<file path="config.mk">
export PLATFORM = sky130hd
export DESIGN_NAME = nic_cmd_responder_flat
export DESIGN_NICKNAME = d
export VERILOG_FILES = /design/src/rtl/nic_cmd_responder_pkg.sv /design/src/rtl/nic_cmd_responder_if.sv /design/src/rtl/nic_cmd_responder_fifo.sv /design/src/rtl/nic_cmd_responder.sv /design/src/flat_wrapper.sv
export SDC_FILE = /design/constraint.sdc
export NUM_CORES = 1
export LEC_CHECK = 0
export BUFFER_PORTS_ARGS = -buffer_cell sky130_fd_sc_hd__buf_4
export CORE_UTILIZATION = 56
export DETAILED_ROUTE_END_ITERATION = 10
export PLACE_DENSITY_LB_ADDON = 0.12
export SETUP_SLACK_MARGIN = 0.02
export SLEW_MARGIN = 40
export SYNTH_ARGS = -nofsm -noshare
export SYNTH_HDL_FRONTEND = slang
export SYNTH_SLANG_ARGS = --single-unit
</file>
<file path="constraint.sdc">
create_clock -name clk_i -period 13.8 [get_ports clk_i]
set_input_delay 0.69 -clock clk_i [delete_from_list [all_inputs] [get_ports clk_i]]
set_output_delay 0.69 -clock clk_i [all_outputs]
set_load 0.005 [all_outputs]
</file>
<file path="src/rtl/nic_cmd_responder_pkg.sv">
// Shared command/completion types for the NIC-outbound command responder,
// plus the service-time helper used when a command is accepted.
package nic_cmd_responder_pkg;

  typedef logic [15:0] cmd_id_t;

  typedef struct packed {
    logic [31:0] length;
  } pspin_nic_cmd_t;

  typedef struct packed {
    pspin_nic_cmd_t nic_cmd;
  } pspin_cmd_descr_t;

  typedef struct packed {
    cmd_id_t          cmd_id;
    pspin_cmd_descr_t descr;
  } pspin_cmd_req_t;

  typedef struct packed {
    cmd_id_t     cmd_id;
    logic [31:0] status;
  } pspin_cmd_resp_t;

  // Service cycles = fixed_lat + ceil(length / 2^bpc_log2), saturated to 32 bits.
  // The 33-bit intermediate keeps the round-up of a near-max length from wrapping.
  function automatic logic [31:0] calc_svc(input logic [31:0] length,
                                           input int unsigned fixed_lat,
                                           input int unsigned bpc_log2);
    logic [32:0] round_up;
    logic [32:0] beats;
    logic [32:0] total;
    round_up = (33'd1 << bpc_log2) - 33'd1;
    beats    = ({1'b0, length} + round_up) >> bpc_log2;
    total    = beats + 33'(fixed_lat);
    return total[32] ? 32'hFFFF_FFFF : total[31:0];
  endfunction

endpackage

</file>
<file path="src/rtl/nic_cmd_responder_if.sv">
// Command request/completion bundle between the PsPIN command unit (master)
// and the NIC-side responder (slave).
interface nic_cmd_responder_if;
  import nic_cmd_responder_pkg::*;

  logic            cmd_valid;
  logic            cmd_ready;
  pspin_cmd_req_t  cmd;
  logic            resp_valid;
  pspin_cmd_resp_t resp;

  modport master (output cmd_valid, cmd, input cmd_ready, resp_valid, resp);
  modport slave  (input cmd_valid, cmd, output cmd_ready, resp_valid, resp);
endinterface

</file>
<file path="src/rtl/nic_cmd_responder_fifo.sv">
// Registered-output (non fall-through) FIFO holding accepted commands.
// DEPTH must be a power of two so the pointers wrap on their own.
module nic_cmd_responder_fifo #(
  parameter int unsigned DEPTH = 8,
  parameter type         T     = logic
) (
  input  logic clk_i,
  input  logic rst_ni,
  input  logic push_i,
  input  logic pop_i,
  input  T     data_i,
  output T     data_o,
  output logic full_o,
  output logic empty_o
);
  localparam int unsigned AW = $clog2(DEPTH);

  T                mem [DEPTH];
  logic [AW-1:0]   wr_ptr_q, rd_ptr_q;
  logic [AW:0]     used_q;

  // Storage write on push.
  // NOTE: sequential state is always written with <= so every flop samples pre-edge values.
  // NOTE: the storage array has no reset; only pointers and occupancy do, and slots
  // outside the occupied range are never read.
  always_ff @(posedge clk_i) begin
    if (push_i) mem[wr_ptr_q] <= data_i;
  end

  // Pointer and occupancy bookkeeping; simultaneous push and pop leave occupancy unchanged.
  always_ff @(posedge clk_i) begin
    if (!rst_ni) begin
      wr_ptr_q <= '0;
      rd_ptr_q <= '0;
      used_q   <= '0;
    end else begin
      if (push_i) wr_ptr_q <= wr_ptr_q + 1'b1;
      if (pop_i)  rd_ptr_q <= rd_ptr_q + 1'b1;
      case ({push_i, pop_i})
        2'b10:   used_q <= used_q + 1'b1;
        2'b01:   used_q <= used_q - 1'b1;
        default: used_q <= used_q;
      endcase
    end
  end

  assign data_o  = mem[rd_ptr_q];
  assign full_o  = (used_q == (AW+1)'(DEPTH));
  assign empty_o = (used_q == '0);

  a_no_push_full: assert property (@(posedge clk_i) disable iff (!rst_ni) !(push_i && full_o))
    else $error("push into full command queue");
  a_no_pop_empty: assert property (@(posedge clk_i) disable iff (!rst_ni) !(pop_i && empty_o))
    else $error("pop from empty command queue");
endmodule

</file>
<file path="src/rtl/nic_cmd_responder.sv">
// NIC-outbound command responder: queues commands, serializes them one at a
// time for FIXED_LAT + ceil(length/BYTES_PER_CYCLE) cycles, then emits one
// completion per command in accept order.
module nic_cmd_responder
  import nic_cmd_responder_pkg::*;
#(
  parameter int unsigned NUM_OUTSTANDING = 8,
  parameter int unsigned FIXED_LAT       = 4,
  parameter int unsigned BYTES_PER_CYCLE = 64
) (
  input  logic                 clk_i,
  input  logic                 rst_ni,
  nic_cmd_responder_if.slave   cmd_if,
  output logic                 busy_o,
  output logic [31:0]          cmd_count_o
);
  localparam int unsigned BPC_LOG2 = $clog2(BYTES_PER_CYCLE);

  typedef struct packed {
    cmd_id_t     cmd_id;
    logic [31:0] svc;
  } q_entry_t;

  typedef enum logic [1:0] {IDLE, BUSY, RESP} state_e;

  q_entry_t        q_in, q_out;
  logic            q_push, q_pop, q_full, q_empty;
  state_e          state_q, state_d;
  logic [31:0]     cnt_q, cnt_d;
  cmd_id_t         id_q, id_d;
  logic [31:0]     count_q, count_d;
  logic            rdy_q;
  pspin_cmd_resp_t resp;

  // Ready comes from registered state only, so a full queue stays not-ready
  // even in a cycle where the head is being popped.
  assign cmd_if.cmd_ready = rdy_q & ~q_full;
  assign q_push           = cmd_if.cmd_valid & cmd_if.cmd_ready;
  assign q_in             = '{cmd_id: cmd_if.cmd.cmd_id,
                              svc:    calc_svc(cmd_if.cmd.descr.nic_cmd.length, FIXED_LAT, BPC_LOG2)};

  nic_cmd_responder_fifo #(
    .DEPTH (NUM_OUTSTANDING),
    .T     (q_entry_t)
  ) u_queue (
    .clk_i   (clk_i),
    .rst_ni  (rst_ni),
    .push_i  (q_push),
    .pop_i   (q_pop),
    .data_i  (q_in),
    .data_o  (q_out),
    .full_o  (q_full),
    .empty_o (q_empty)
  );

  // Next-state logic: pop and load in IDLE/RESP, count down in BUSY.
  // NOTE: every output of this block gets a default first, so no path infers a latch.
  always_comb begin
    state_d = state_q;
    cnt_d   = cnt_q;
    id_d    = id_q;
    count_d = count_q;
    q_pop   = 1'b0;
    unique case (state_q)
      IDLE: begin
        if (!q_empty) begin
          q_pop   = 1'b1;
          id_d    = q_out.cmd_id;
          cnt_d   = q_out.svc - 32'd1;
          state_d = BUSY;
        end
      end
      BUSY: begin
        if (cnt_q != 32'd0) cnt_d = cnt_q - 32'd1;
        else                state_d = RESP;
      end
      RESP: begin
        count_d = count_q + 32'd1;
        if (!q_empty) begin
          q_pop   = 1'b1;
          id_d    = q_out.cmd_id;
          cnt_d   = q_out.svc - 32'd1;
          state_d = BUSY;
        end else begin
          state_d = IDLE;
        end
      end
      default: state_d = IDLE;
    endcase
  end

  // State, service counter, in-service id and completion counter registers.
  always_ff @(posedge clk_i) begin
    if (!rst_ni) begin
      state_q <= IDLE;
      cnt_q   <= '0;
      id_q    <= '0;
      count_q <= '0;
      rdy_q   <= 1'b0;
    end else begin
      state_q <= state_d;
      cnt_q   <= cnt_d;
      id_q    <= id_d;
      count_q <= count_d;
      rdy_q   <= 1'b1;
    end
  end

  // Completion word: echoed id during RESP, all zero otherwise.
  always_comb begin
    resp = '0;
    if (state_q == RESP) resp.cmd_id = id_q;
  end

  assign cmd_if.resp       = resp;
  assign cmd_if.resp_valid = (state_q == RESP);
  assign busy_o            = ~q_empty | (state_q != IDLE);
  assign cmd_count_o       = count_q;

  a_cmd_stable: assert property (@(posedge clk_i) disable iff (!rst_ni)
      (cmd_if.cmd_valid && !cmd_if.cmd_ready) |=> (!cmd_if.cmd_valid || $stable(cmd_if.cmd)))
    else $error("command changed while stalled");
  a_resp_in_resp: assert property (@(posedge clk_i) disable iff (!rst_ni)
      cmd_if.resp_valid |-> (state_q == RESP))
    else $error("completion outside RESP");
endmodule
</file>
<file path="src/flat_wrapper.sv">
// flat-port wrapper written by rule: the top's interface ports become plain ports
module nic_cmd_responder_flat import nic_cmd_responder_pkg::*;
#(
  parameter int unsigned NUM_OUTSTANDING = 8,
  parameter int unsigned FIXED_LAT       = 4,
  parameter int unsigned BYTES_PER_CYCLE = 64
)
  (clk_i, rst_ni, busy_o, cmd_count_o, cmd_if_cmd_valid, cmd_if_cmd, cmd_if_cmd_ready, cmd_if_resp_valid, cmd_if_resp);
  nic_cmd_responder_if cmd_if_i ();
  input  logic clk_i;
  input  logic rst_ni;
  output logic busy_o;
  output logic [31:0] cmd_count_o;
  input wire logic [$bits(cmd_if_i.cmd_valid)-1:0] cmd_if_cmd_valid;
  input wire logic [$bits(cmd_if_i.cmd)-1:0] cmd_if_cmd;
  output wire logic [$bits(cmd_if_i.cmd_ready)-1:0] cmd_if_cmd_ready;
  output wire logic [$bits(cmd_if_i.resp_valid)-1:0] cmd_if_resp_valid;
  output wire logic [$bits(cmd_if_i.resp)-1:0] cmd_if_resp;
  assign cmd_if_i.cmd_valid = cmd_if_cmd_valid;
  assign cmd_if_i.cmd = cmd_if_cmd;
  assign cmd_if_cmd_ready = cmd_if_i.cmd_ready;
  assign cmd_if_resp_valid = cmd_if_i.resp_valid;
  assign cmd_if_resp = cmd_if_i.resp;
  nic_cmd_responder #(.NUM_OUTSTANDING(NUM_OUTSTANDING), .FIXED_LAT(FIXED_LAT), .BYTES_PER_CYCLE(BYTES_PER_CYCLE)) u_core (.clk_i(clk_i), .rst_ni(rst_ni), .cmd_if(cmd_if_i), .busy_o(busy_o), .cmd_count_o(cmd_count_o));
endmodule
</file>
==> summary.txt, run 1 <==
Power and ir drop
  – Clk pwr share: between 30% and 40%
  – Static Leakage: ~7.3 nW
  – Combinational share of power: between 20% and 30%
  – Internal power: 2.54 mW
  – Net Sw Frac: roughly 31%
  – VDD IR-drop max: roughly 0.00014 V
  – Sw power: about 1.1 mW
  – Seq pwr share: ~44%
  – Total power: 3.66 mW
  – PwrDens: roughly 170 mW/mm^2

Status
  – Status: complete, no violations

Timing
  – Worst hold margin: between 0.3 and 0.4 ns
  – Setup-failing EPs final: 0
  – Final period util: 27.6%
  – Tmin final: 3.82 ns
  – Fin. max-slew vios: 0
  – Max Fclk: about 260 MHz
  – Actual slew at the worst max-slew pin: 0.831 ns
  – Final Hold Vio Count: 0
  – Setup Skew: 0.0142 ns
  – Setup TNS: 0 ns
  – Max_slew headroom: 44.6%
  – RSZ-0062 raised after global routing: no

Critical path
  – Crit path arrival time: 4.31 ns
  – Cell family with most CP delay: compound AO/OA/AOI/OAI gates
  – CP Cell Sequence: buf_4 -> nor2_1 -> buf_4 -> a22o_1 -> o31ai_1 -> nor4_4 -> and4_1 -> a2111oi_0 -> a211o_1
  – Critical path type: reg2reg
  – Max incr delay on CP: 0.70 ns
  – Startpoint types: flop
  – Most common cell on crit path: buf_4
  – Slowest cell on crit path: buf_4
  – Critical path peak fanout: slightly above 50
  – Buf/Inv on CP: 2
  – Setup crit end kind: flop
  – Worst Path Required: between 10 and 15 ns

Global routing
  – Largest net degree at the start of global routing: 75
  – Initial antenna violation count: 0
  – Tot GR Track Use: 24.4%
  – First-pass GRT wire length: approximately 63,000 um
  – Grt total ovfl: 0
  – Vias in the first global route: 10,900

Clocking
  – CTS max path bufs: 3
  – Skew-Pair Late Insertion Delay: 0.55 ns
  – CTS tree: done
  – Root Driver: clkbuf_16
  – Sink Count: about 450
  – Hold Buf Count CTS: 0
  – Num CTS Buffers: 45
  – PostCTS Resize Cnt: 0
  – Post-CTS Setup Bufs: 0
  – H-tree Lvls: 2
  – Worst-path clk slew: roughly 0.060 ns

Layout
  – Antenna Cells: 0
  – Final Instance Count excl. Fillers: ~1,900
  – FF/Latch Area: 0.0125 sq mm
  – Layout cell share with drive strength beyond 1: between 20% and 30%
  – Footprint of the multi-input gates: 0.00609 sq mm
  – # fillers: between 2,000 and 2,500
  – Layout net count: 1,483
  – Syn-to-layout area delta: 13.4%

Yosys
  – Top-area cell type share of the netlist area: between 50% and 60%
  – Syn Area/Cell: about 14 sq um
  – Synthesized cell area: between 0.015 and 0.02 sq mm
  – Synth top area cells: edfxtp_1 (56%), dfxtp_1 (10%), mux4_2 (5.9%)
  – Ys Warns: 0
  – Sequential area share after synthesis: between 60% and 70%
  – Leading area contributor after synthesis: edfxtp_1
  – Post-Syn Instances: around 1,300
  – Asr flop ratio synth: 0%
  – Post-synth EDFFs: about 350
  – Main synth FF type: edfxtp_1
  – Register bit total from synthesis: 448
  – Distinct cells, synth: 63

Die
  – Initial Util: around 57%
  – Cell row count: 67
  – IO Pins: around 130
  – Die H: 186 um
  – Die X: 186 um
  – Die area: around 0.035 sq mm
  – Placeable Area: roughly 0.033 sq mm

Run
  – Maxcap violations: 0

Drt
  – Post-route ant nets: 0
  – WL/cell: approximately 22 um
  – Vias: between 10,000 and 15,000
  – Vias per cell: ~5.9
  – Initial DRC count: roughly 800
  – Routed WL: 41,300 um
  – DRC: 0
  – Drt pass-1 iters: 6

Hold path
  – Hold Crit Class: in2reg

Place
  – Gpl congestion: approximately 0.85
  – Port Buf Inserts: around 100
  – Cells after DPL: roughly 1,800
  – Detailed Place HPWL: roughly 25,000 um
==> routing by layer <==
layer | part of all wire [%] | global-route usage [%] | up-vias | wire length, um
li1 | - | - | 5169 | -
met1 | 44 | 35.1 | 5587 | 18400
met4 | 1.8 | 6.13 | 0 | 731
met3 | 5.7 | 3.27 | 58 | 2350
met5 | 0 | 0 | - | 0
met2 | 48 | 39.4 | 376 | 19900
==> cell type report <==
cell class	instances	share of cell area, %
flip-flops and latches	448	58.1
multi-input cells	788	28.3
clock buffers	56	5.47
repair buffers	122	4.37
well taps	448	2.61
clock inverters	26	0.803
inverters	18	0.314
==> cell usage after synthesis (15+ instances only) <==
library cell,n
a211oi_1,18
a21oi_1,20
a22o_1,19
and2_1,29
and3_1,19
buf_2,15
buf_4,34
clkbuf_1,33
dfxtp_1,96
edfxtp_1,352
inv_1,17
mux2_2,40
mux2i_1,61
mux4_2,50
nand2_1,93
nand3_1,40
nand4_1,23
nor2_1,88
nor3_1,19
o21ai_0,20
o22ai_1,17
o31ai_1,17
xnor2_1,38
xor2_1,31
==> kinds of logic after synthesis <==
group | Yosys count | synth area share, %
flops | 448 | 65.9
simple gates | 364 | 9.77
compound gates | 154 | 5.76
mux | 151 | 11.5
buf+inv | 112 | 3.19
xor+xnor | 69 | 3.19
fa+ha+maj | 10 | 0.686
other cells | 1 | 0.0198
==> placed cells by master, fill, tap and decap left out, types with 8 or more instances in the layout <==
cell type and count:
and2_1 29, and3_1 19, nor2_1 81, edfxtp_1 352, xnor2_1 36, mux2_2 40
inv_1 16, nor3_1 17, dfxtp_1 92, xor2_1 31, clkinv_1 12, a22o_1 19
and4_1 8, o31ai_1 17, nand3_1 40, nand4_1 23, o22ai_1 17, nor4_1 10
nand2_1 93, conb_1 40, mux2i_1 61, o21ai_0 20, ha_1 8, clkbuf_1 10
a211oi_1 18, a21oi_1 20, buf_4 120, clkinv_2 8, clkbuf_16 45, mux4_2 50
==> through the flow <==
stage               instance area (sq um)  setup WS [ns]  utilization, %
global route                        21500           9.66            64.3
floorplan                           19100           9.24               -
CTS                                 21500           9.99            64.3
global placement                    20100          10.02            60.1
finish                              21500           9.98            64.3
detailed placement                  20100           9.93            60.2
==> power by group through the flow <==
stage	Combinational, mW	Clock [mW]	Sequential [mW]
floorplan	0.747	0	1.60
global placement	0.905	0	1.64
detailed placement	0.920	0	1.64
CTS	0.926	1.14	1.61
global route	1.01	1.19	1.63
finish	0.925	1.12	1.62
==> state kept, by name, indices dropped and copies added, names as in the netlist, named ones only <==
register and cells:
u_core.state_q 2, u_core.u_queue.mem 352, u_core.u_queue.wr_ptr_q 3, u_core.id_q 16, u_core.cmd_count_o 32, u_core.rdy_q 1
u_core.cnt_q 32, u_core.u_queue.rd_ptr_q 3, u_core.u_queue.used_q 4
==> path summary, 6_finish.rpt <==
kind	startpoint	end	slack, ns	cells after the start
max	flop	u_core.cnt_q[26]$_SDFFE_PN0P_	9.98	9
min	cmd_if_cmd[41]	u_core.u_queue.mem[5][37]$_DFFE_PP_	0.37	1
max reg2reg	flop	u_core.cnt_q[26]$_SDFFE_PN0P_	9.98	9
min reg2reg	u_core.state_q[1]$_SDFFE_PN0P_	u_core.state_q[1]$_SDFFE_PN0P_	0.48	1
(Power assumes the default switching activity.)
==> inputs of run 2 (changes only) <==
ABC_AREA = 1   (was unset)
CORE_UTILIZATION = 55   (was 56)
clock period = 3.3 ns   (was 13.8 ns; I/O delays follow)
==> summary.txt, run 2 <==
Status
  – Status: complete, no violations

Place
  – Port Buf Inserts: 101 (unchanged)
  – Placement-stage worst setup slack: 0.490 ns (-9.44 ns)
  – Detailed Place HPWL: 30,400 um (+22%)
  – Cells after DPL: 2,845 (+56%)
  – Gpl congestion: 0.998 (+17%)

Timing
  – Tmin final: 2.82 ns (-0.991 ns)
  – Setup ws final: 0.476 ns (-9.51 ns)
  – Setup-failing EPs final: 0 (unchanged)
  – Final Hold Vio Count: 0 (unchanged)
  – Actual slew at the worst max-slew pin: 0.765 ns (-0.0664 ns)
  – RSZ-0062 raised after global routing: no
  – Setup Skew: 0.0304 ns (+0.0162 ns)
  – Worst hold margin: 0.175 ns (-0.197 ns)
  – Max_slew headroom: 48.7% (+4.1 points)
  – Fin. max-slew vios: 0 (unchanged)
  – Setup TNS: 0 ns (unchanged)
  – Max Fclk: 354 MHz (+35%)
  – Final period util: 85.6% (+58 points)

Drt
  – DRC: 0 (unchanged)
  – Initial DRC count: 1,280 (+63%)
  – Drt pass-1 iters: 5 (-1)
  – Vias: 16,100 (+43%)
  – Routed WL: 51,200 um (+24%)
  – Post-route ant nets: 0 (unchanged)
  – Vias per cell: 5.44 (-7.3%)
  – WL/cell: 17.3 um (-20%)

Yosys
  – Leading area contributor after synthesis: edfxtp_1
  – Post-Syn Instances: 2,285 (+75%)
  – Sequential area share after synthesis: 59.5% (-6.4 points)
  – Ys Warns: 0 (unchanged)
  – Main combinational cell family by area after synthesis: simple AND/OR/NAND/NOR gates
  – Syn Area/Cell: 9.19 sq um (-37%)
  – Top-count cell post-synth: nand2_1
  – Asr flop ratio synth: 0% (unchanged)
  – Mux cell area share after synthesis: 0% (-12 points)
  – Commonest cells post-synth: nand2_1 (546), edfxtp_1 (352), nor2_1 (295)
  – Main synth FF type: edfxtp_1
  – Synth Area in Simple Gates: 23.0% (+13 points)
  – Top-area cell type share of the netlist area: 50.3% (-5.4 points)
  – Synth top area cells: edfxtp_1 (50%), nand2_1 (9.8%), dfxtp_1 (9.1%)
  – Synth Area in XOR/XNOR: 1.72% (-1.5 points)
  – Synthesized cell area: 0.0210 sq mm (+11%)
  – Post-synth EDFFs: 352 (unchanged)
  – Register bit total from synthesis: 448 (unchanged)
  – Distinct cells, synth: 53 (-16%)
  – Post-Synth Adder-Cell Area: 0.572% (-0.11 points)
  – Compound-Gate Fraction of Synth Area: 7.36% (+1.6 points)

Run
  – Maxcap violations: 0 (unchanged)

Layout
  – Layout net count: 2,461 (+66%)
  – Antenna Cells: 0 (unchanged)
  – Reg with most FFs: u_core.u_queue.mem
  – FF/Latch Area: 0.0125 sq mm (about the same)
  – Max FFs per register: 352 (unchanged)
  – Commonest cells after routing, fill and taps aside: nand2_1 (546), edfxtp_1 (352), nor2_1 (287), inv_1 (240), nand3_1 (185)
  – # fillers: 3,107 (+25%)
  – Layout cell share with drive strength beyond 1: 10.9% (-9.8 points)
  – Syn-to-layout area delta: 14.5%
  – Final Instance Count excl. Fillers: 2,950 (+55%)
  – Footprint of the multi-input gates: 0.00709 sq mm (+16%)
  – Leading cell type in the layout, fill and taps excluded: nand2_1

Critical path
  – Critical path type: reg2reg
  – Max incr delay on CP: 0.54 ns (-0.16 ns)
  – Worst Path Required: 3.82 ns (-10.47 ns)
  – Critical path peak fanout: 108 (+110%)
  – Crit path arrival time: 3.34 ns (-0.97 ns)
  – Setup crit end kind: flop
  – Slowest cell on crit path: dfxtp_4
  – Most common cell on crit path: nand2_1
  – CP Cell Sequence: buf_12 -> nand2_1 -> nand3_1 -> nand3_1 -> nand3_1 -> nand2_1 -> nor2_1 -> nand2_1 -> nor2_1 -> nand2_1 -> o21bai_1 -> nand2_1 -> a21oi_1
  – Startpoint types: flop

Global routing
  – Vias in the first global route: 15,200 (+40%)
  – Largest net degree at the start of global routing: 109 (+45%)
  – Initial antenna violation count: 0 (unchanged)
  – Tot GR Track Use: 26.6% (+2.2 points)
  – First-pass GRT wire length: 80,200 um (+27%)
  – Grt total ovfl: 0 (unchanged)

Clocking
  – Num CTS Buffers: 47 (+4.4%)
  – Root Driver: clkbuf_16
  – Post-CTS Setup Bufs: 0 (unchanged)
  – CTS tree: done
  – Sink Count: 448 (unchanged)
  – CTS max path bufs: 3 (unchanged)
  – PostCTS Resize Cnt: 0 (unchanged)
  – Skew-Pair Late Insertion Delay: 0.60 ns (+0.05 ns)
  – Hold Buf Count CTS: 18 (+18)
  – Worst-path clk slew: 0.06 ns (about the same)
  – H-tree Lvls: 2 (unchanged)

Die
  – IO Pins: 134 (unchanged)
  – Placeable Area: 0.0377 sq mm (+13%)
  – Die X: 197 um (+6.1%)
  – Die area: 0.0390 sq mm (+13%)
  – Cell row count: 71 (+6.0%)
  – Die H: 197 um (+6.1%)
  – Initial Util: 55.8% (-0.93 points)

Power and ir drop
  – Static Leakage: 9.66 nW (+33%)
  – VDD IR-drop max: 0.000481 V (+250%)
  – PwrDens: 761 mW/mm^2 (+350%)
  – Total power: 18.3 mW (+400%)

Hold path
  – Hold Crit Class: in2reg
run 2: cell types whose count changed in the layout (fill, tap and decap cells not counted), moves of 40 or more:
cell	before	now
inv_1	16	240
mux2_2	40	0
mux2i_1	61	0
mux4_2	50	0
nand2_1	93	546
nand3_1	40	185
nor2_1	81	287
o21ai_0	20	135
run 2: report_power, final:
group	switching (mW)	leakage, nW	internal, mW
registers	0.246	3.97	6.49
clock network	2.20	0.728	3.04
logic	4.41	4.96	1.92
total	6.85	9.66	11.4
run 2: final timing paths:
path / from / end / slack (ns) / cells after the start
hold / removal: cmd_if_cmd[6] / u_core.u_queue.mem[7][0]$_DFFE_PP_ / 0.18 / 2
setup reg to reg: flop / u_core.cnt_q[26]$_SDFFE_PN0P_ / 0.48 / 13
hold reg to reg: u_core.cmd_count_o[28]$_SDFFE_PN0N_ / u_core.cmd_count_o[28]$_SDFFE_PN0N_ / 0.46 / 2
setup / recovery: flop / u_core.cnt_q[26]$_SDFFE_PN0P_ / 0.48 / 13
run 2: per-layer routing:
| layer | vias up | track usage, % | part of all wire [%] |
|---|---|---|---|
| met5 | - | 0 | 0 |
| met1 | 7598 | 35.9 | 43 |
| met2 | 558 | 43.4 | 47 |
| li1 | 7773 | - | - |
| met4 | 0 | 10.9 | 3.3 |
| met3 | 123 | 3.48 | 6.1 |
run 2: logic make-up after synthesis:
kind of cell               Yosys count
and+or+nand+nor                   1138
DFF                                448
buffers and inverters              379
AOI/OAI and AO/OA                  274
xor gates and xnor gates            36
adders and majority gates            9
other                                1
run 2: layout make-up:
| class | instances | share of cell area (%) |
|---|---|---|
| clock buffer | 63 | 5.14 |
| multi-input combinational | 1497 | 29.5 |
| clock inverter | 24 | 1.15 |
| sequential | 448 | 52.0 |
| inverter | 254 | 4.00 |
| tap | 511 | 2.66 |
| timing repair buffer | 153 | 5.64 |
run 2: worst max-delay path: cells and delay by family, from the launching register on:
| family | cells | cell delay, ns |
|---|---|---|
| DFF | 1 | 0.54 |
| AOI/OAI and AO/OA | 2 | 0.25 |
| and+or+nand+nor | 10 | 1.48 |
| buffers and inverters | 1 | 0.42 |
run 2: metrics by stage:
stage / cell area, sq um / util [%]
floorplan: 21200 / -
detailed placement: 22400 / 59.3
CTS: 24000 / 63.8
global route: 24100 / 63.9
global placement: 22400 / 59.3
finish: 24100 / 63.9
==> inputs of run 3 (changes only) <==
PLACE_DENSITY = 0.76   (was unset)
PLACE_DENSITY_LB_ADDON = unset   (was 0.12)
==> summary.txt, run 3 (synthesized netlist as in run 2, its figures left out) <==
Clocking
  – H-tree Lvls: 2 (unchanged)
  – Root Driver: clkbuf_16
  – Skew-Pair Late Insertion Delay: 0.59 ns (about the same)
  – CTS tree: done
  – Worst-path clk slew: 0.06 ns (about the same)
  – Num CTS Buffers: 45 (-4.3%)
  – Sink Count: 448 (unchanged)
  – PostCTS Resize Cnt: 0 (unchanged)
  – CTS max path bufs: 3 (unchanged)

Timing
  – Worst hold margin: 0.103 ns (-0.0726 ns)
  – Setup Skew: 0.0323 ns (+0.00189 ns)
  – Final period util: 87.0% (+1.5 points)
  – Final Hold Vio Count: 0 (unchanged)
  – Max Fclk: 348 MHz (-1.7%)
  – Tmin final: 2.87 ns (+0.0480 ns)
  – Max_slew headroom: 43.4% (-5.2 points)
  – Setup ws final: 0.428 ns (-0.0480 ns)
  – RSZ-0062 raised after global routing: no
  – Setup-failing EPs final: 0 (unchanged)
  – Actual slew at the worst max-slew pin: 0.843 ns (+0.0780 ns)
  – Setup TNS: 0 ns (unchanged)
  – Fin. max-slew vios: 0 (unchanged)

Layout
  – Layout net count: 2,464 (+0.12%)
  – Reg with most FFs: u_core.u_queue.mem
  – Antenna Cells: 0 (unchanged)
  – Commonest cells after routing, fill and taps aside: nand2_1 (546), edfxtp_1 (352), nor2_1 (287), inv_1 (240), nand3_1 (185)
  – Max FFs per register: 352 (unchanged)
  – Syn-to-layout area delta: 14.2%
  – Leading cell type in the layout, fill and taps excluded: nand2_1
  – Layout cell share with drive strength beyond 1: 11.2% (+0.32 points)
  – # fillers: 3,050 (-1.8%)

Hold path
  – Hold Crit Class: in2reg

Global routing
  – Vias in the first global route: 15,400 (+1.5%)
  – Initial antenna violation count: 0 (unchanged)
  – Tot GR Track Use: 26.3% (-0.32 points)
  – First-pass GRT wire length: 79,600 um (-0.69%)
  – Grt total ovfl: 0 (unchanged)
  – Largest net degree at the start of global routing: 72 (-34%)

Power and ir drop
  – Seq pwr share: 37.5% (+0.7 points)
  – Clk pwr share: 27.2% (-1.4 points)
  – PwrDens: 750 mW/mm^2 (-1.4%)
  – Combinational share of power: 35.3% (+0.7 points)
  – Net Sw Frac: 38.0% (+0.54 points)
  – Total power: 18.0 mW (-1.7%)
  – Sw power: 6.83 mW (-0.31%)
  – VDD IR-drop max: 0.000497 V (+3.4%)
  – Internal power: 11.2 mW (-2.6%)
  – Static Leakage: 9.64 nW (-0.19%)

Critical path
  – Critical path peak fanout: 71 (-34%)
  – Worst Path Required: 3.76 ns (-0.06 ns)
  – R2R Setup Slk: 0.43 ns (-0.05 ns)
  – Setup crit end kind: flop
  – Crit path arrival time: 3.34 ns (about the same)
  – Critical path type: reg2reg
  – Startpoint types: flop

Place
  – Detailed Place HPWL: 30,900 um (+1.4%)
  – Port Buf Inserts: 101 (unchanged)
  – Placement-stage worst setup slack: 0.398 ns (-0.0920 ns)
  – Gpl congestion: 0.963 (-3.5%)

Drt
  – Drt pass-1 iters: 7 (+2)
  – WL/cell: 17.2 um (-1.0%)
  – Vias per cell: 5.45 (+0.18%)
  – Post-route ant nets: 0 (unchanged)
  – Initial DRC count: 1,313 (+2.6%)
  – DRC: 0 (unchanged)
  – Routed WL: 50,700 um (-0.95%)
  – Vias: 16,100 (+0.24%)

Die
  – Placeable Area: 0.0377 sq mm (unchanged)
  – Die H: 197 um (unchanged)
  – Die area: 0.0390 sq mm (unchanged)
  – Cell row count: 71 (unchanged)
  – IO Pins: 134 (unchanged)
  – Initial Util: 55.8% (unchanged)
  – Die X: 197 um (unchanged)

Run
  – Maxcap violations: 0 (unchanged)

Status
  – Status: complete, no violations
==> run 3: cell count changes in the layout (fill, tap and decap cells not counted), moves of 2 or more <==
| cell | before | now |
|---|---|---|
| buf_4 | 122 | 128 |
| clkbuf_1 | 16 | 14 |
| clkinv_1 | 12 | 8 |
| clkinv_8 | 2 | 0 |
| bufinv_16 | 5 | 0 |
| clkbuf_16 | 47 | 45 |
| clkbuf_8 | 0 | 8 |
==> run 3: power by group through the flow <==
stage	combinational [mW]	sequential, mW	clock, mW
after floorplan	4.61	6.74	0
after global placement	6.07	6.83	0
after detailed placement	6.19	6.84	0
after CTS	6.26	6.73	4.95
after global routing	7.08	6.77	5.17
final	6.36	6.74	4.89
==> run 3: layer usage <==
metal  GRT usage, %  vias up  wire [um]
li1               -     7769          -
met4           10.5        0       1420
met1           34.0     7580      21200
met2           44.4      637      24500
met5              0        -          0
met3           3.82      105       3560
==> run 3: per-stage QoR <==
| stage | utilization [%] | cells | instance area [sq um] |
|---|---|---|---|
| 2_1_floorplan | - | 2324 | 21200 |
| 3_3_place_gp | 59.5 | 2851 | 22400 |
| 3_5_place_dp | 59.5 | 2851 | 22400 |
| 4_1_cts | 63.7 | 2952 | 24000 |
| 5_1_grt | 63.7 | 2952 | 24000 |
| 6_report | 63.7 | 2952 | 24000 |
==> run 3: final timing paths <==
check / startpoint / to / cells after the start
max: flop / u_core.cnt_q[15]$_SDFFE_PN0P_ / 15
min: rst_ni / u_core.id_q[4]$_SDFFE_PN0P_ / 3
max reg2reg: flop / u_core.cnt_q[15]$_SDFFE_PN0P_ / 15
min reg2reg: u_core.cmd_count_o[28]$_SDFFE_PN0N_ / u_core.cmd_count_o[28]$_SDFFE_PN0N_ / 2
==> run 3: area by class of cell <==
class | count | area, sq um | share of cell area, %
clock buffers | 68 | 1290 | 5.39
clock inverters | 16 | 123 | 0.511
inverters | 254 | 961 | 4.01
multi-input cells | 1497 | 7080 | 29.5
flip-flops and latches | 448 | 12500 | 52.1
well taps | 511 | 639 | 2.67
repair buffers | 158 | 1390 | 5.80
==> run 3: critical path, stage by stage, from the launching register on <==
cell,delay [ns]
dfxtp_4,0.44
inv_4,0.31
buf_12,0.33
nand2_1,0.09
nand3_1,0.08
nand3_1,0.09
nand3_1,0.15
nand2_1,0.13
nor2_1,0.15
nand2_1,0.09
nor2_1,0.25
nand2_1,0.18
a21oi_1,0.21
o21ai_1,0.11
nand2_1,0.07
inv_1,0.04
==> run 3: timing repair <==
item / CTS / global route
setup buffers: 0 / 0
hold endpoints to repair: 129 / 0
hold buffers: 17 / 0
